===== src/rtl/core_pkg.sv =====
// Shared definitions for the micro-op pipeline: memory-access FSM state
// encoding, memory command/width codes and the beat address helper.
package core_pkg;

    typedef enum logic [1:0] {
        MA_IDLE  = 2'd0,
        MA_BEAT0 = 2'd1,
        MA_BEAT1 = 2'd2
    } ma_state_e;

    localparam logic MEM_CMD_READ  = 1'b0;
    localparam logic MEM_CMD_WRITE = 1'b1;

    localparam logic MEM_W_BYTE = 1'b0;
    localparam logic MEM_W_WORD = 1'b1;

    // Address of the high byte of a little-endian word; wraps at 16 bits.
    function automatic logic [15:0] ma_next_addr(input logic [15:0] addr);
        return addr + 16'd1;
    endfunction

endpackage


===== src/rtl/uop_mem_access.sv =====
// Memory access stage: owns the MAR, runs one read/write command at a time on
// the 8-bit external bus as one or two little-endian byte beats, stalls the
// execute stage while busy and returns read data tagged with its context.
module uop_mem_access
    import core_pkg::*;
(
    input  logic        clk,
    input  logic        a_rst,
    input  logic        mar_wr,
    input  logic [15:0] mar_in,
    input  logic        mem_rq,
    input  logic        mem_rq_cmd,
    input  logic        mem_rq_width,
    input  logic        main_ex_mem,
    input  logic [15:0] wr_data,
    input  logic        bus_ack,
    input  logic [7:0]  bus_rdata,
    output logic        bus_req,
    output logic        bus_we,
    output logic [15:0] bus_addr,
    output logic [7:0]  bus_wdata,
    output logic        stop,
    output logic        done,
    output logic        rd_valid,
    output logic [15:0] rd_data,
    output logic        rd_tag
);

    ma_state_e   state_r;
    ma_state_e   state_next_s;

    logic [15:0] mar_r;
    logic [15:0] addr_r;
    logic        cmd_r;
    logic        width_r;
    logic [7:0]  wdata_hi_r;
    logic        tag_r;
    logic [7:0]  lo_byte_r;

    logic        bus_req_r;
    logic        bus_we_r;
    logic [15:0] bus_addr_r;
    logic [7:0]  bus_wdata_r;
    logic        stop_r;
    logic        done_r;
    logic        rd_valid_r;
    logic [15:0] rd_data_r;
    logic        rd_tag_r;

    logic [15:0] addr_cap_s;
    logic        issue_s;
    logic        finish_s;
    logic        lo_cap_s;
    logic        bus_req_next_s;
    logic        bus_we_next_s;
    logic [15:0] bus_addr_next_s;
    logic [7:0]  bus_wdata_next_s;

    // A MAR write in the issue cycle is bypassed straight into the command.
    assign addr_cap_s = mar_wr ? mar_in : mar_r;

    // Next state and next bus-beat values; bus outputs hold unless a beat starts or ends.
    always_comb begin
        state_next_s     = state_r;
        issue_s          = 1'b0;
        finish_s         = 1'b0;
        lo_cap_s         = 1'b0;
        bus_req_next_s   = bus_req_r;
        bus_we_next_s    = bus_we_r;
        bus_addr_next_s  = bus_addr_r;
        bus_wdata_next_s = bus_wdata_r;
        case (state_r)
            MA_IDLE: begin
                if (mem_rq) begin
                    state_next_s     = MA_BEAT0;
                    issue_s          = 1'b1;
                    bus_req_next_s   = 1'b1;
                    bus_we_next_s    = mem_rq_cmd;
                    bus_addr_next_s  = addr_cap_s;
                    bus_wdata_next_s = wr_data[7:0];
                end else begin
                    state_next_s = MA_IDLE;
                end
            end
            MA_BEAT0: begin
                if (bus_ack) begin
                    lo_cap_s = 1'b1;
                    if (width_r == MEM_W_WORD) begin
                        state_next_s     = MA_BEAT1;
                        bus_addr_next_s  = ma_next_addr(addr_r);
                        bus_wdata_next_s = wdata_hi_r;
                    end else begin
                        state_next_s     = MA_IDLE;
                        finish_s         = 1'b1;
                        bus_req_next_s   = 1'b0;
                        bus_we_next_s    = 1'b0;
                        bus_addr_next_s  = 16'h0000;
                        bus_wdata_next_s = 8'h00;
                    end
                end else begin
                    state_next_s = MA_BEAT0;
                end
            end
            MA_BEAT1: begin
                if (bus_ack) begin
                    state_next_s     = MA_IDLE;
                    finish_s         = 1'b1;
                    bus_req_next_s   = 1'b0;
                    bus_we_next_s    = 1'b0;
                    bus_addr_next_s  = 16'h0000;
                    bus_wdata_next_s = 8'h00;
                end else begin
                    state_next_s = MA_BEAT1;
                end
            end
            default: begin
                state_next_s     = MA_IDLE;
                bus_req_next_s   = 1'b0;
                bus_we_next_s    = 1'b0;
                bus_addr_next_s  = 16'h0000;
                bus_wdata_next_s = 8'h00;
            end
        endcase
    end

    // State register, registered bus outputs and the Moore stall flag.
    always_ff @(posedge clk or negedge a_rst) begin
        if (!a_rst) begin
            state_r     <= MA_IDLE;
            bus_req_r   <= 1'b0;
            bus_we_r    <= 1'b0;
            bus_addr_r  <= 16'h0000;
            bus_wdata_r <= 8'h00;
            stop_r      <= 1'b0;
        end else begin
            state_r     <= state_next_s;
            bus_req_r   <= bus_req_next_s;
            bus_we_r    <= bus_we_next_s;
            bus_addr_r  <= bus_addr_next_s;
            bus_wdata_r <= bus_wdata_next_s;
            stop_r      <= (state_next_s != MA_IDLE);
        end
    end

    // MAR and per-command capture; requests while busy never reach issue_s.
    always_ff @(posedge clk or negedge a_rst) begin
        if (!a_rst) begin
            mar_r      <= 16'h0000;
            addr_r     <= 16'h0000;
            cmd_r      <= MEM_CMD_READ;
            width_r    <= MEM_W_BYTE;
            wdata_hi_r <= 8'h00;
            tag_r      <= 1'b0;
            lo_byte_r  <= 8'h00;
        end else begin
            if (mar_wr) begin
                mar_r <= mar_in;
            end
            if (issue_s) begin
                addr_r     <= addr_cap_s;
                cmd_r      <= mem_rq_cmd;
                width_r    <= mem_rq_width;
                wdata_hi_r <= wr_data[15:8];
                tag_r      <= main_ex_mem;
            end
            if (lo_cap_s) begin
                lo_byte_r <= bus_rdata;
            end
        end
    end

    // Completion pulses and read result assembly (hi byte arrives on the finishing ack).
    always_ff @(posedge clk or negedge a_rst) begin
        if (!a_rst) begin
            done_r     <= 1'b0;
            rd_valid_r <= 1'b0;
            rd_data_r  <= 16'h0000;
            rd_tag_r   <= 1'b0;
        end else begin
            done_r     <= finish_s;
            rd_valid_r <= finish_s && (cmd_r == MEM_CMD_READ);
            if (finish_s && (cmd_r == MEM_CMD_READ)) begin
                rd_tag_r <= tag_r;
                if (state_r == MA_BEAT1) begin
                    rd_data_r <= {bus_rdata, lo_byte_r};
                end else begin
                    rd_data_r <= {8'h00, bus_rdata};
                end
            end
        end
    end

    assign bus_req   = bus_req_r;
    assign bus_we    = bus_we_r;
    assign bus_addr  = bus_addr_r;
    assign bus_wdata = bus_wdata_r;
    assign stop      = stop_r;
    assign done      = done_r;
    assign rd_valid  = rd_valid_r;
    assign rd_data   = rd_data_r;
    assign rd_tag    = rd_tag_r;

endmodule


===== config.mk =====
export PLATFORM = sky130hd
export DESIGN_NAME = uop_mem_access
export DESIGN_NICKNAME = d
export VERILOG_FILES = /design/src/rtl/core_pkg.sv /design/src/rtl/uop_mem_access.sv
export SDC_FILE = /design/constraint.sdc
export NUM_CORES = 1
export LEC_CHECK = 0
export CAP_MARGIN = 20
export CORE_MARGIN = 4
export CORE_UTILIZATION = 50
export DETAILED_ROUTE_END_ITERATION = 16
export MAX_ROUTING_LAYER = met4
export PLACE_DENSITY = 0.9
export SLEW_MARGIN = 20
export SYNTH_ARGS = -nofsm -noshare
export SYNTH_HDL_FRONTEND = slang
export SYNTH_SLANG_ARGS = --single-unit
export TNS_END_PERCENT = 1

===== constraint.sdc =====
create_clock -name clk -period 3.2 [get_ports clk]
set_input_delay 0.64 -clock clk [delete_from_list [all_inputs] [get_ports clk]]
set_output_delay 0.64 -clock clk [all_outputs]
set_load 0.01 [all_outputs]

## Word-level counts from Yosys, hierarchy flattened

Index checks and enable logic that the tools add are counted.

- Bits in registers: 99
- Input bits: 48
- Output and inout port bits: 46
- Logic and storage cells: 61

- $add $sub $neg: 1
- Equal/unequal tests: 6
- Mux-type cells: 31
- Bitwise gates (word level): 1
- Reduce and logical (&&, ||, !) cells: 5

Operator list:

| operator | number |
|---|---|
| two-way mux 16 bit | 6 |
| case mux 16 bit (3 select lines) | 1 |
| two-way mux 8 bit | 4 |
| case mux 8 bit (3 select lines) | 1 |
| adder 16 x 1 -> 16 bit, second input constant | 1 |
| two-way mux 1 bit | 12 |
| inequality test 2 bit, second input constant | 4 |
| two-way mux 2 bit | 3 |
| case mux 1 bit (3 select lines) | 2 |
| case mux 2 bit (3 select lines) | 1 |
| AND reduction 4 bit | 1 |
| AND reduction 3 bit | 1 |
| == test 2 x 1 -> 1 bit, second input constant | 1 |
| == test 2 bit, second input constant | 1 |
| zero test 2 bit | 1 |
| case mux 1 bit (2 select lines) | 1 |
| nonzero test 2 bit | 1 |
| logical AND 1 bit | 1 |
| inverter 1 bit | 1 |

## Longest topological paths before layout

Gate-level depths: netlist (run 1).

- Depth in word-level cells: 4
- Mapped depth: 9
- Depth with buffers taken out: 6

## Worst setup path before layout (run 1)

Ideal clock, no wire load.

- Path kind: input port to flip-flop
- Start point: in mar_wr
- End point: reg bus_addr_r[4], in the netlist bus_addr[4]
- Setup time: 0.126 ns
- Arrival time: 1.706 ns
- Required time: 3.074 ns
- Setup slack: 1.368 ns
- Stages: 5
- Path buffers: 2
- Cells stage by stage: buf_2 > buf_2 > mux2_2 > a221oi_1 > nor2_1

- Longest elaborated chain between the ends: 3

RTL lines:

| element | RTL line | source |
|---|---|---|
| start: declaration | uop_mem_access.sv:9 | `input logic mar_wr,` |
| two-way mux 16 bit | -- |  |
| net addr_cap_s[4] | uop_mem_access.sv:50 | `logic [15:0] addr_cap_s;` |
| two-way mux 16 bit | uop_mem_access.sv:74 | `if (mem_rq) begin` |
| case mux 16 bit (3 select lines) | uop_mem_access.sv:72 | `case (state_r)` |
| end signal: assignment | uop_mem_access.sv:139 | `bus_addr_r <= bus_addr_next_s;` |
| end: declaration | uop_mem_access.sv:42 | `logic [15:0] bus_addr_r;` |

The timed path passes the listed nets, and every way through them passes these cells. The select of a mux whose other input is x is not followed.
A chain may end at the register's enable or synchronous reset.

## Final worst setup path (run 1)

- Start point: reg state_r[0]
- End point: reg bus_wdata_r[3], in the netlist bus_wdata[3]

- Longest elaborated chain between the ends: 3
- Elaborated cells between the ends (all ways): 8
- Classes of those cells: eq/ne: 5; mux: 1; reduce/logical: 2

RTL lines:

| element | RTL line | source |
|---|---|---|
| start: declaration | uop_mem_access.sv:29 | `ma_state_e state_r;` |
| start signal: assignment | uop_mem_access.sv:136 | `state_r <= state_next_s;` |
| == test 2 x 1 -> 1 bit (tied with other cells) | uop_mem_access.sv:72 |  |
| inequality test 2 bit (no line) | -- |  |
| AND reduction 3 bit (no line) | -- |  |
| end signal: assignment | uop_mem_access.sv:140 | `bus_wdata_r <= bus_wdata_next_s;` |
| end: declaration | uop_mem_access.sv:43 | `logic [7:0] bus_wdata_r;` |

Several ways; a longest one is shown, not always the timed one.

==> results of run 1 <==
## cells by family after synthesis
kind of cell / after synthesis / synth area share
AO/OA/AOI/OAI: 65 / 0.100
XOR/XNOR: 9 / 0.0182
adder cells (fa/ha/maj): 5 / 0.0145
buffers and inverters: 37 / 0.0362
flip-flops: 99 / 0.573
multiplexers: 59 / 0.150
AND/OR/NAND/NOR: 101 / 0.107
## placed cells by master (no fill, tap or decap), types with 3 or more instances in the layout
cell type,count
a21oi_1,21
a221oi_1,12
and2_1,3
buf_4,10
clkbuf_8,10
clkdlybuf4s50_1,92
dfrtp_1,99
ha_1,5
inv_1,16
mux2_2,47
mux2i_1,12
nand2_1,14
nand3_1,17
nand4_1,3
nor2_1,47
nor3_1,5
o21ai_0,14
o22ai_1,3
xnor2_1,7
## critical path, stage by stage, from the launching register on
cell and delay, ns:
dfrtp_1 0.42, inv_1 0.09, ha_1 0.15, buf_4 0.29, inv_1 0.16, o22ai_2 0.55
buf_4 0.33, a221oi_1 0.07, nor2_1 0.16
## sequential cells by signal (all words and copies together), names as in the netlist
register / count
addr_r: 16
bus_addr: 16
mar_r: 16
rd_data: 16
bus_wdata: 8
lo_byte_r: 8
wdata_hi_r: 8
state_r: 2
bus_req: 1
bus_we: 1
cmd_r: 1
done: 1
rd_tag: 1
rd_valid: 1
stop: 1
tag_r: 1
width_r: 1
## metrics by stage
step                      hold WS (ns)  cell area (sq um)   util  setup slack (ns)
final                            0.303               5610  0.676             0.900
after global routing             0.351               5610  0.676             0.744
after CTS                        0.327               5610  0.676             0.892
after detailed placement         0.492               5380  0.648             0.709
after global placement           0.482               5380  0.648             0.796
after floorplan                  0.344               4320      -              1.37
## power by group through the flow
stage | sequential [uW] | combinational, uW | clock [uW]
final | 2180 | 2350 | 899
after global routing | 2250 | 2590 | 959
after CTS | 2180 | 2370 | 914
after detailed placement | 2190 | 2350 | 0
after global placement | 2160 | 2280 | 0
after floorplan | 2240 | 1250 | 0
## final cells by class
| cell class | instances | area (sq um) |
|---|---|---|
| inverters | 16 | 60.1 |
| flip-flops and latches | 99 | 2480 |
| well taps | 105 | 131 |
| fillers | 617 | 2690 |
| clock inverters | 5 | 85.1 |
| multi-input cells | 239 | 1700 |
| repair buffers | 103 | 1020 |
| clock buffers | 11 | 141 |
## final timing paths
kind	start	end	slack (ns)	cells after the start
max	state_r[0]	bus_wdata[3]	0.90	8
min	a_rst	wdata_hi_r[2]	0.30	1
max reg2reg	state_r[0]	bus_wdata[3]	0.90	8
min reg2reg	tag_r	rd_tag	0.50	1
max in group asynchronous	a_rst	bus_addr[12]	2.20	2
min in group clk	tag_r	rd_tag	0.50	1
## routing by layer
metal / GRT usage / part of all wire / vias up
li1: - / - / 1513
met1: 0.274 / 0.42 / 1628
met2: 0.349 / 0.50 / 103
met3: 0.0540 / 0.066 / 14
met4: 0.0685 / 0.015 / 0
met5: - / 0 / -
==> impl_metrics.toml, run 1 <==
[yosys]
synth.area.top_cells = "dfrtp_1 (57%), mux2_2 (12%), nor2_1 (4.1%)"
syn_nets = 428
ys_seq_area_frac = 0.573
synth-edff-count = 0
synth-async-reset-ratio = 1.00
ys_types = 38
syn_area_per_cell_sq_um = 11.5
synth_area_sq_um = 4320
synth_common_cells = "dfrtp_1 (99), mux2_2 (47), nor2_1 (47), a21oi_1 (21), nand3_1 (17)"
synth_most_common_cell = "dfrtp_1"
yosysWarnings = 0
synth-seq-cells = 99
yosysTopAreaCell = "dfrtp_1"
synthFlopType = "dfrtp_1"
syn_inst = 375
yosysTopAreaCellShare = 0.573

[clocking]
clkTransAtPathRegs_ns = 0.09
tritoncts = "done"
root_buffer = "clkbuf_8"
clock_path_buffers = 2
ctsResizeCount = 0
cts.sinks = 99
ctsHoldBuffers = 0
clk_latency_ns = 0.37
numCtsBuffers = 9
cts_max_level = 3
post_cts_buffers = 0

[power_and_ir_drop]
seqPwrFrac = 0.402
finalPower_uw = 5430
power.share.clock = 0.166
powerDensity_nw_per_um2 = 968
switching_share = 0.361
intPower_uw = 3470
vdd_drop_max_uv = 565
combPwrFrac = 0.433
p_leak_uw = 0.00234
switchingPower_uw = 1960

[timing]
finalSetupTns_ns = 0
max_slew_margin = 0.449
fmax_mhz = 435
period_share = 0.719
rsz0062_at_grt = "no"
tightestPinTransition_ns = 0.826
fin_worst_skew_ns = 0.0104
final_max_slew_viol_count = 0
fin_crit_ns = 2.30
hold_viol = 0
setup_viol = 0

[setup_path]
crit_arrival_ns = 2.58
cp-start-kind = "register"
path_class = "register to register"
worst-path-max-fanout = 26
worstSetupEndpointType = "register"
required_ns = 3.48

[place]
dp_hpwl_um = 6940
numPortBuffers = 93
gp_congestion = 0.867
place_inst = 562

[drt]
first_pass_iters = 4
via_per_inst = 5.64
wire_per_inst_um = 17.5
ant_nets = 0
drt_iter0_markers = 95
drc = 0
vias = 3258
wl_um = 10100

[global_routing]
grt-ovfl-total = 0
grt_pass1_wl_um = 16900
antenna_found_initial = 0
grt_pass1_vias = 3416
track_usage = 0.218
grt_max_degree = 54

[floorplanning]
rows = 33
ios = 94
die_h_um = 101
start_util = 0.521
die_w_um = 101
core_region_area_sq_um = 8300
dieArea_sq_um = 10200

[job]
cap_violations = 0

[finish]
diodes = 0
area_growth_pct = 29.7
fin_cells = 578
final_nets = 521
drive_gt1_frac = 0.163

[hold_path]
hp-class = "input pin to async pin"

[status]
run_status = "complete, no violations"
Power figures use the tool's default switching activity.
==> run 2, diff against run 1 <==
Settings changed: CORE_UTILIZATION 50 to 46, PLACE_DENSITY 0.9 to 0.87.
Clock period 3.2 ns to 2.1 ns, I/O delays scaled along.
==> impl_metrics.toml, run 2 (synthesized netlist as in run 1, its figures left out) <==
[power_and_ir_drop]
finalPower_uw = 8250
p_leak_uw = 0.00238
powerDensity_nw_per_um2 = 1460
vdd_drop_max_uv = 774

[place]
place_inst = 576
numPortBuffers = 93
dp_hpwl_um = 7390
gp_congestion = 0.882

[clocking]
clkTransAtPathRegs_ns = 0.11
clock_path_buffers = 2
ctsResizeCount = 0
numCtsBuffers = 9
tritoncts = "done"
cts_max_level = 3
root_buffer = "clkbuf_8"
post_cts_buffers = 0
clk_latency_ns = 0.36
ctsHoldBuffers = 0
cts.sinks = 99

[floorplanning]
core_region_area_sq_um = 9200
start_util = 0.470
ios = 94
dieArea_sq_um = 11000
die_w_um = 105
rows = 35
die_h_um = 105

[job]
cap_violations = 0

[drt]
drc = 0
first_pass_iters = 4
wire_per_inst_um = 17.2
vias = 3252
wl_um = 10200
drt_iter0_markers = 145
via_per_inst = 5.49
ant_nets = 0

[finish]
final_nets = 529
final_cell_mix = "dfrtp_1 (99), clkdlybuf4s50_1 (92), mux2_2 (47), nor2_1 (47), a21oi_1 (21)"
area_growth_pct = 31.1
fillers = 731
layout_commonest_cell = "dfrtp_1"
diodes = 0
multi_input_area_sq_um = 1700
seqCellArea_sq_um = 2480
drive_gt1_frac = 0.179
fin_cells = 592
fin_util = 0.616

[timing]
setup_viol = 0
finalSetupTns_ns = 0
max_slew_margin = 0.654
hold_viol = 0
rsz0062_at_grt = "no"
period_share = 0.891
fmax_mhz = 535
final_max_slew_viol_count = 0
tightestPinTransition_ns = 0.519
fin_worst_skew_ns = 0.0128
fin_crit_ns = 1.87
whs_ns = 0.0864

[setup_path]
worstSetupEndpointType = "register"
crit_family = "compound AO/OA/AOI/OAI gates"
r2r_end = "bus_we"
crit_arrival_ns = 2.17
r2r_setup_slack_ns = 0.23
cp_slowest_stage_delay_ns = 0.41
path_class = "register to register"
r2r_cells = 7
crit_slowest_cell = "o22a_1"
required_ns = 2.40
cp-start-kind = "register"
worstReg2RegStart = "state_r[1]"
path_cells = "inv_1 -> ha_1 -> nor2_1 -> o22a_1 -> buf_4 -> nand4_1 -> nand2_1"
timing.critical_path.buf_inv = 2
worst-path-max-fanout = 13

[global_routing]
grt_pass1_vias = 3418
track_usage = 0.197
antenna_found_initial = 0
grt-ovfl-total = 0
grt_max_degree = 100
grt_pass1_wl_um = 16900

[status]
run_status = "complete, no violations"

[hold_path]
hp-class = "input pin to async pin"
-- run 2: cell type report --
type                       count  area share
multi-input combinational    239       0.299
tap                          111      0.0245
clock inverter                 7      0.0144
inverter                      16      0.0106
clock buffer                   9      0.0219
timing repair buffer         111       0.192
sequential                    99       0.437
-- run 2: worst max path at each step --
| stage | start | endpoint | slack, ns | cells past startpoint |
|---|---|---|---|---|
| 2_1_floorplan | state_r[0] | bus_addr[10] | 0.34 | 8 |
| 3_3_place_gp | mar_wr | bus_addr[10] | 0.11 | 5 |
| 3_5_place_dp | mar_wr | bus_addr[12] | 0.07 | 5 |
| 4_1_cts | state_r[1] | bus_we | 0.23 | 7 |
| 5_1_grt | state_r[1] | bus_wdata[4] | 0.11 | 7 |
| 6_report | state_r[1] | bus_we | 0.23 | 7 |
-- run 2: routing by layer --
metal / global-route usage / vias to the layer above / part of all wire
met4: 0.0544 / 0 / 0.0098
li1: - / 1525 / -
met1: 0.242 / 1602 / 0.41
met5: - / - / 0
met2: 0.325 / 115 / 0.51
met3: 0.0488 / 10 / 0.066
-- run 2: metrics by stage --
stage | worst slack, ns | cell area [sq um]
after global placement | 0.110 | 5460
after floorplan | 0.341 | 4320
final | 0.230 | 5670
after detailed placement | 0.0711 | 5460
after CTS | 0.228 | 5670
after global routing | 0.108 | 5670
-- run 2: where the power goes --
group / switching, uW / total, uW / internal, uW / leakage [uW]
Sequential: 579 / 3320 / 2740 / 0.00118
Clock: 680 / 1250 / 572 / 0.000107
Combinational: 1780 / 3680 / 1900 / 0.00109
Total: 3040 / 8250 / 5220 / 0.00238
==> run 3, diff against run 2 <==
Settings changed: CTS_CLUSTER_SIZE set to 12, RECOVER_POWER set to 50.
==> impl_metrics.toml, run 3 (synthesized netlist as in run 1, its figures left out) <==
[global_routing]
track_usage = 0.197
grt-ovfl-total = 0
grt_max_degree = 100
antenna_found_initial = 0
grt_pass1_wl_um = 16900
grt_pass1_vias = 3418

[drt]
drt_iter0_markers = 159
vias = 3281
drc = 0
via_per_inst = 5.54
wl_um = 10300
first_pass_iters = 4
wire_per_inst_um = 17.4
ant_nets = 0

[finish]
fin_cells = 592
final_cell_mix = "dfrtp_1 (99), clkdlybuf4s50_1 (91), nor2_1 (47)"
layout_commonest_cell = "dfrtp_1"
area_growth_pct = 30.7
drive_gt1_frac = 0.152
diodes = 0
final_nets = 529
fillers = 735

[timing]
finalSetupTns_ns = 0
hold_viol = 0
final_max_slew_viol_count = 0
fmax_mhz = 530
rsz0062_at_grt = "no"
whs_ns = 0.471
setup_viol = 0
period_share = 0.899
tightestPinTransition_ns = 1.30
fin_worst_skew_ns = 0.0123
max_slew_margin = 0.130
fin_crit_ns = 1.89

[floorplanning]
die_h_um = 105
die_w_um = 105
start_util = 0.470
core_region_area_sq_um = 9200
dieArea_sq_um = 11000
rows = 35
ios = 94

[clocking]
numCtsBuffers = 9
ctsHoldBuffers = 0
ctsResizeCount = 0
tritoncts = "done"
cts.sinks = 99
clock_path_buffers = 2
clk_latency_ns = 0.36
post_cts_buffers = 0
root_buffer = "clkbuf_8"
clkTransAtPathRegs_ns = 0.10
cts_max_level = 3

[place]
place_inst = 576
dp_hpwl_um = 7390
numPortBuffers = 93
gp_congestion = 0.882

[hold_path]
hp-class = "input pin to async pin"

[setup_path]
worst-path-max-fanout = 20
required_ns = 2.35
worstSetupEndpointType = "register"
crit_arrival_ns = 2.13
path_class = "register to register"
cp-start-kind = "register"

[power_and_ir_drop]
vdd_drop_max_uv = 774
p_leak_uw = 0.00238
powerDensity_nw_per_um2 = 1460

[status]
run_status = "complete, no violations"

[job]
cap_violations = 0
run 3: changes by cell type in the layout (fill, tap and decap cells not counted):
cell	previous run	this run
mux2_1	0	13
buf_4	17	13
and2_1	3	2
and2_0	0	1
clkdlybuf4s50_1	92	91
dlygate4sd3_1	0	1
clkbuf_2	0	2
clkbuf_4	0	3
mux2_2	47	34
buf_12	2	1
run 3: path summary, 6_finish.rpt:
| check | start | end | slack [ns] | depth (start not counted) |
|---|---|---|---|---|
| min | a_rst | wdata_hi_r[1] | 0.47 | 2 |
| max reg2reg | state_r[0] | addr_r[10] | 0.21 | 6 |
| max | state_r[0] | addr_r[10] | 0.21 | 6 |
| max in group asynchronous | a_rst | mar_r[12] | 0.82 | 2 |
| min reg2reg | mar_r[12] | mar_r[12] | 0.50 | 1 |
| min in group clk | mar_r[12] | mar_r[12] | 0.50 | 1 |
run 3: through the flow:
| stage | utilization | area, sq um | total power (uW) | setup slack [ns] |
|---|---|---|---|---|
| after floorplan | - | 4320 | 5310 | 0.341 |
| after global placement | 0.594 | 5460 | 6870 | 0.110 |
| after detailed placement | 0.594 | 5460 | 7060 | 0.0711 |
| after CTS | 0.616 | 5670 | 8340 | 0.228 |
| after global routing | 0.614 | 5650 | 8790 | 0.107 |
| final | 0.614 | 5650 | 8260 | 0.213 |
run 3: worst max-delay path: stages (launching register included):
cell and delay [ns]:
dfrtp_1 0.38, inv_1 0.07, ha_1 0.23, buf_4 0.19
nand2_1 0.08, clkbuf_2 0.42, mux2_2 0.40
run 3: where the power goes:
part | internal [uW] | total, uW | switching [uW] | leakage (uW)
registers | 2740 | 3320 | 583 | 0.00118
clock network | 573 | 1260 | 690 | 0.000107
logic | 1880 | 3680 | 1790 | 0.00109
run 3: cell type report:
cell class,count,area (sq um),share of cell area
Tap cell,111,139,0.0246
Sequential cell,99,2480,0.439
Timing Repair Buffer,111,1070,0.190
Multi-Input combinational cell,239,1700,0.300
Clock buffer,9,124,0.0219
Inverter,16,60.1,0.0106
Clock inverter,7,81.3,0.0144
run 3: per-layer routing:
| metal | vias up | global-route usage | routed length, um |
|---|---|---|---|
| met4 | 0 | 0.0544 | 159 |
| met2 | 111 | 0.325 | 5120 |
| met3 | 15 | 0.0488 | 643 |
| li1 | 1531 | - | - |
| met1 | 1624 | 0.242 | 4350 |
| met5 | - | - | 0 |
